**src/rtl/marble_dispense_ctrl.sv**
```systemverilog
// Marble dispenser sequencer: latches a 0..3 marble request, opens the gate once per
// marble, confirms each drop with a synchronized photo-interrupter edge and faults on a miss.
module marble_dispense_ctrl #(
  parameter int unsigned TIMEOUT_CYCLES = 50_000_000,
  parameter int unsigned SETTLE_CYCLES  = 10_000_000,
  parameter int unsigned TIMER_W        = 27
) (
  input  logic       clk,
  input  logic       reset,
  input  logic       start,
  input  logic [1:0] marble,
  input  logic       clear,
  input  logic       marble_seen_raw,
  output logic       gate_open,
  output logic       busy,
  output logic       done,
  output logic       fault,
  output logic [1:0] dispensed
);

  typedef enum logic [2:0] {
    IDLE,
    OPEN,
    SETTLE,
    DONE,
    FAULT
  } state_t;

  localparam logic [TIMER_W-1:0] TIMEOUT_LAST = TIMER_W'(TIMEOUT_CYCLES - 1);
  localparam logic [TIMER_W-1:0] SETTLE_LAST  = TIMER_W'(SETTLE_CYCLES - 1);
  localparam logic [TIMER_W-1:0] TIMER_ONE    = TIMER_W'(1);

  state_t             state, state_next;
  logic [TIMER_W-1:0] timer, timer_next;
  logic [1:0]         target, target_next;
  logic [1:0]         dispensed_next;
  logic               s1, s2, s3;
  logic               seen;

  // Two flops of metastability protection, the third only for rising-edge detection.
  always_ff @(posedge clk) begin
    if (reset) begin
      s1 <= 1'b0;
      s2 <= 1'b0;
      s3 <= 1'b0;
    end else begin
      s1 <= marble_seen_raw;
      s2 <= s1;
      s3 <= s2;
    end
  end

  assign seen = s2 & ~s3;

  always_ff @(posedge clk) begin
    if (reset) begin
      state     <= IDLE;
      timer     <= '0;
      target    <= 2'd0;
      dispensed <= 2'd0;
      gate_open <= 1'b0;
      busy      <= 1'b0;
      done      <= 1'b0;
      fault     <= 1'b0;
    end else begin
      state     <= state_next;
      timer     <= timer_next;
      target    <= target_next;
      dispensed <= dispensed_next;
      gate_open <= (state_next == OPEN);
      busy      <= (state_next != IDLE);
      done      <= (state_next == DONE);
      fault     <= (state_next == FAULT);
    end
  end

  // The timer defaults to zero, so every state change leaves it cleared for the next phase.
  always_comb begin
    state_next     = state;
    timer_next     = '0;
    target_next    = target;
    dispensed_next = dispensed;
    case (state)
      IDLE: begin
        if (start) begin
          target_next    = marble;
          dispensed_next = 2'd0;
          state_next     = (marble == 2'b00) ? DONE : OPEN;
        end
      end
      OPEN: begin
        if (seen) begin
          dispensed_next = dispensed + 2'd1;
          state_next     = SETTLE;
        end else if (timer == TIMEOUT_LAST) begin
          state_next = FAULT;
        end else begin
          timer_next = timer + TIMER_ONE;
        end
      end
      SETTLE: begin
        if (timer == SETTLE_LAST) begin
          state_next = (dispensed == target) ? DONE : OPEN;
        end else begin
          timer_next = timer + TIMER_ONE;
        end
      end
      DONE: begin
        state_next = IDLE;
      end
      FAULT: begin
        if (clear) begin
          state_next = IDLE;
        end
      end
      default: begin
        state_next = IDLE;
      end
    endcase
  end

endmodule
```
**config.mk**
```make
export PLATFORM = sky130hd
export DESIGN_NAME = marble_dispense_ctrl
export DESIGN_NICKNAME = d
export VERILOG_FILES = /design/src/rtl/marble_dispense_ctrl.sv
export SDC_FILE = /design/constraint.sdc
export NUM_CORES = 1
export LEC_CHECK = 0
export CAP_MARGIN = 20
export CORE_ASPECT_RATIO = 1.1
export CORE_MARGIN = 2
export CORE_UTILIZATION = 45
export CTS_CLUSTER_SIZE = 30
export DETAILED_ROUTE_END_ITERATION = 16
export GPL_ROUTABILITY_DRIVEN = 0
export PLACE_DENSITY = 0.66
export SETUP_SLACK_MARGIN = 0.2
export SYNTH_ARGS = -nofsm -noshare
export SYNTH_HDL_FRONTEND = slang
export SYNTH_SLANG_ARGS = --single-unit
export TNS_END_PERCENT = 30
```
**constraint.sdc**
```tcl
create_clock -name clk -period 4 [get_ports clk]
set_clock_uncertainty 0.05 [all_clocks]
set_input_delay 0.8 -clock clk [delete_from_list [all_inputs] [get_ports clk]]
set_output_delay 0.8 -clock clk [all_outputs]
set_load 0.03 [all_outputs]
```
# Word-level counts from Yosys, hierarchy flattened
# Index checks and enable logic that the tools add are counted.
# Widths: inputs -> output; s select.
word_totals:
  mem_count: 0
  latch_bits: 0
  input_bits: 7
  rom_bits: 0
  regBits: 41
  out_inout_bits: 6
  ramBits: 0
classes:
  div: 0
  mux: 15
  reduce_logical: 6
  magnitude_cmp: 0
  n_shift: 0
  bitwise: 2
  add_sub_neg: 2
  multipliers: 0
  n_eq_ne: 11
ops:
  columns: ["cell", "n"]
  rows:
  - ["$mux 27", 3]
  - ["$pmux 27 s2", 1]
  - ["$add 27x1->27 const B", 1]
  - ["$eq 27x24->1 const B", 1]
  - ["$eq 27x26->1 const B", 1]
  - ["$mux 3", 5]
  - ["$pmux 3 s4", 1]
  - ["$mux 2", 4]
  - ["$eq 3x1->1 const B", 2]
  - ["$eq 3x2->1 const B", 2]
  - ["$eq 3x3->1 const B", 2]
  - ["$ne 2x2->1 const B", 2]
  - ["$pmux 2 s2", 1]
  - ["$logic_not 3->1", 1]
  - ["$reduce_and 3->1", 1]
  - ["$reduce_bool 3->1", 1]
  - ["$add 2x1->2 const B", 1]
  - ["$eq 2x2->1", 1]
  - ["$logic_not 2->1", 1]
  - ["$reduce_and 2->1", 1]
  - ["$reduce_bool 2->1", 1]
  - ["$and 1x1->1", 1]
  - ["$not 1->1", 1]

# Logic depth before layout (Yosys ltp)
depth:
  depth_word: 5
  mapped_depth: 8
  ltp_nobuf: 6

# Least setup slack after synthesis
# Ideal clock, no wire load.
synth_path:
  path_type: "input-to-reg"
  from: "input port start"
  to: "register done"
  path_buffers: 1
  path_stages: 4
  slack_ns: 1.788
  t_arrival_ns: 2.071
  setup_time_ns: 0.091
  cell_sequence: "or4b_2 clkbuf_1 o311a_1 a311oi_1"
synth_between:
  elab_chain_cells: 3
synth_rtl:
  columns: ["element", "line_no", "rtl"]
  rows:
  - ["from (decl)", "10", "input logic start,"]
  - ["$mux 3", "85", "if (start) begin"]
  - ["$pmux 3 s4", "83", "case (state)"]
  - ["$eq 3x2->1", "72", "done <= (state_next == DONE);"]
  - ["to (signal assigned)", "72", null]
  - ["to (decl)", "16", "output logic done,"]
# Every way passes these cells.
# A chain may end at the register's enable or synchronous reset.

# Final worst setup path
layout_path:
  from: "register timer[16]"
  to: "register timer[16]"
layout_between:
  elab_chain_cells: 4
  word_cells_on_any_way: 7
  cone_classes: "add/sub (1); eq/ne (2); mux (4)"
layout_rtl:
  columns: ["element", "line_no", "rtl"]
  rows:
  - ["from (decl)", "34", "logic [TIMER_W-1:0] timer, timer_next;"]
  - ["from (signal assigned)", "67", "timer <= timer_next;"]
  - ["$add 27x1->27 / $eq 27x26->1 (equally long branches)", "98, 105, 95", null]
  - ["$mux 27", "95", "end else if (timer == TIMEOUT_LAST) begin"]
  - ["$mux 27", "92", "if (seen) begin"]
  - ["$pmux 27 s2 (*)", "83", null]
# Every way passes the cells marked *; elsewhere a longest branch is shown, timed or not.

==> impl_metrics.toml <==
[drt]
drt_iter0_drc = 68
vias = 1418
antenna_left = 0
dr.pass1.iters = 4
wire_per_inst_microns = 12.2
drc_errors = 0
vias_per_cell = 5.21
routed_wirelength_mm = 3.32

[critical_path]
critical_path_class = "register to register"
cp.required_ns = 4.09
ff2ff_setup_slack_ns = 1.34
worstPathMaxFanout = 27
crit_arrival_ns = 2.75
crit_path_start_kind = "register"
endpoint_kind = "register"
r2r_cells = 5

[sta]
worst_pin_slew_ns = 0.843
fin_setup_tns_ns = 0
slew_viol_final = 0
max-slew-margin-rel_pct = 43.8
finalCritPeriodShare_pct = 66.4
finalHoldViolCount = 0
grt_setup_unrepaired = "no"
timing.fmax_mhz = 377
period_needed_ns = 2.66
layout_setup_ws_ns = 1.34
setup_viol = 0

[floorplan]
placementRows = 24
die_h_microns = 71.6
coreArea_sq_um = 3960
ios = 13
die-width_microns = 65.5
start_util_pct = 47.2
fp.dieArea_sq_um = 4690

[yosys]
synthArstFlopShare_pct = 0
ys.flop_type = "dfxtp_1"
synth_area_per_cell_sq_um = 9.07
synth.yosys.seq_area_share_pct = 43.9
yosysTopAreaCellShare_pct = 43.9
synthCells = 206
synth_nets = 214
synth_edf_count = 0
yosys.area.top_type = "dfxtp_1"
ys_ff_latch = 41
syn_area_sq_um = 1870
synthDistinctLibCells = 41
synth_area_leaders = "dfxtp_1 (44%), xor2_1 (8.9%), nor2_1 (8.4%), nand3_1 (4.0%), xnor2_1 (3.7%)"
yosys_warnings = 0

[finish]
fin_util_pct = 52.6
diodes = 0
fill_cells = 389
syn2layout_area_growth_pct = 11.5
nets = 227
final_area_sq_um = 2080
drive_above_1_share_pct = 6.36

[grt]
grt_usage_pct = 15.5
gr-total-overflow = 0
antenna_found_initial = 0
grt_pass1_wl_mm = 5.60
grt_max_degree = 28
grt_pass1_vias = 1325

[worst_hold_path]
hold_depth = 1
min_path_type = "register to register"

[clocking]
cts_hold_buf = 0
tritoncts_num_sinks = 41
htreeDepth = 2
post_cts_buffers = 0
cts_buffer_depth = 2
cts-root-buf = "clkbuf_8"
clk_latency_ns = 0.29
tritoncts = "yes"
cts_made_buffers = 5
path_clk_slew_ns = 0.07
cts_resized = 0

[power_and_ir_drop]
vdd_ir_drop_max_mv = 0.216
comb_power_share_pct = 8.0
leakage_uw = 0.000696
swShare_pct = 23.6
clkPwrFrac_pct = 34.5
power_frac_seq_pct = 57.5
power.density_nw_per_um2 = 353
internal-power_uw = 562
net-switching-power_uw = 174

[placement]
post-dp-hpwl_mm = 2.37
place_ws_ns = 1.29
io_buffers = 12
place_area_sq_um = 2000

[job]
max_cap_violations = 0

[outcome]
status = "finished, final reports clean"
flip-flops by register name, summed over array words and instances, names as in the netlist:
| register | flops |
|---|---|
| busy | 1 |
| dispensed | 2 |
| done | 1 |
| fault | 1 |
| gate_open | 1 |
| s1 | 1 |
| s2 | 1 |
| s3 | 1 |
| state | 3 |
| target | 2 |
| timer | 27 |
worst paths after layout:
path	to	start
worst max-delay path	timer[16]$_SDFF_PP0_	timer[16]$_SDFF_PP0_
worst max register to register	timer[16]$_SDFF_PP0_	timer[16]$_SDFF_PP0_
worst min-delay path	s2$_SDFF_PP0_	s1$_SDFF_PP0_
worst min register to register	s2$_SDFF_PP0_	s1$_SDFF_PP0_
cells in the final DEF, fill, tap and decap left out, types with 2 or more instances in the layout:
| cell type | count |
|---|---|
| a21oi_1 | 3 |
| a311oi_1 | 2 |
| and3_1 | 5 |
| and4_1 | 4 |
| clkbuf_8 | 5 |
| clkdlybuf4s50_1 | 12 |
| clkinv_2 | 2 |
| dfxtp_1 | 41 |
| inv_1 | 2 |
| mux2_2 | 2 |
| mux2i_1 | 2 |
| nand2_1 | 11 |
| nand2b_1 | 2 |
| nand3_1 | 15 |
| nand4_1 | 6 |
| nor2_1 | 42 |
| nor2b_1 | 5 |
| nor3_1 | 6 |
| nor4_1 | 2 |
| nor4bb_1 | 2 |
| o21ai_0 | 2 |
| o21bai_1 | 2 |
| xnor2_1 | 8 |
| xor2_1 | 19 |
cells in the mapped netlist, types with 4 or more instances:
cell / number
and3_1: 5
xor2_1: 19
nand2_1: 11
nor2b_1: 5
dfxtp_1: 41
nor2_1: 42
xnor2_1: 8
nand4_1: 6
nor3_1: 6
nand3_1: 15
and4_1: 4
stage by stage:
step | power [uW] | instances | hold slack (ns)
after floorplan | 479 | 206 | 0.364
after global placement | 491 | 264 | 0.372
after detailed placement | 492 | 264 | 0.388
after CTS | 747 | 272 | 0.406
after global routing | 774 | 272 | 0.430
final | 736 | 272 | 0.398
critical path, stage by stage (launching register included):
cell and delay [ns]:
dfxtp_1 0.36, or4b_1 0.52, or4_4 0.54, o21ai_2 0.21
a21o_1 0.70, nor2_1 0.13
power groups by stage:
stage / logic [uW] / clock network [uW] / registers [uW]
finish: 58.9 / 254 / 423
global route: 66.1 / 284 / 424
CTS: 59.4 / 265 / 423
detailed placement: 59.2 / 0 / 433
global placement: 59.1 / 0 / 432
floorplan: 42.5 / 0 / 436
routing by layer:
layer,GRT usage (%),vias to the layer above,routed length (microns)
met5,0,-,0
met4,5.56,0,43
met3,4.71,5,119
met2,27.0,16,1630
met1,17.8,655,1530
li1,-,742,-
cell families (layout without fill, tap and decap cells):
logic type	after synthesis	count (layout)	synth area share, %
AO/OA/AOI/OAI	16	16	6.89
XOR/XNOR	27	27	12.7
adder cells (fa/ha/maj)	1	1	0.669
buffers and inverters	8	22	3.21
flip-flops	41	41	43.9
multiplexers	4	4	2.28
AND/OR/NAND/NOR	109	109	30.4
final cells by class:
class                           count  area, sq um  share of cell area [%]
Clock buffer                        6         72.6                    3.48
Clock inverter                      2         10.0                   0.480
Inverter                            2         7.51                   0.360
Multi-Input combinational cell    157          988                    47.4
Sequential cell                    41          821                    39.4
Tap cell                           52         65.1                    3.12
Timing Repair Buffer               12          120                    5.76
(Power assumes the default switching activity.)
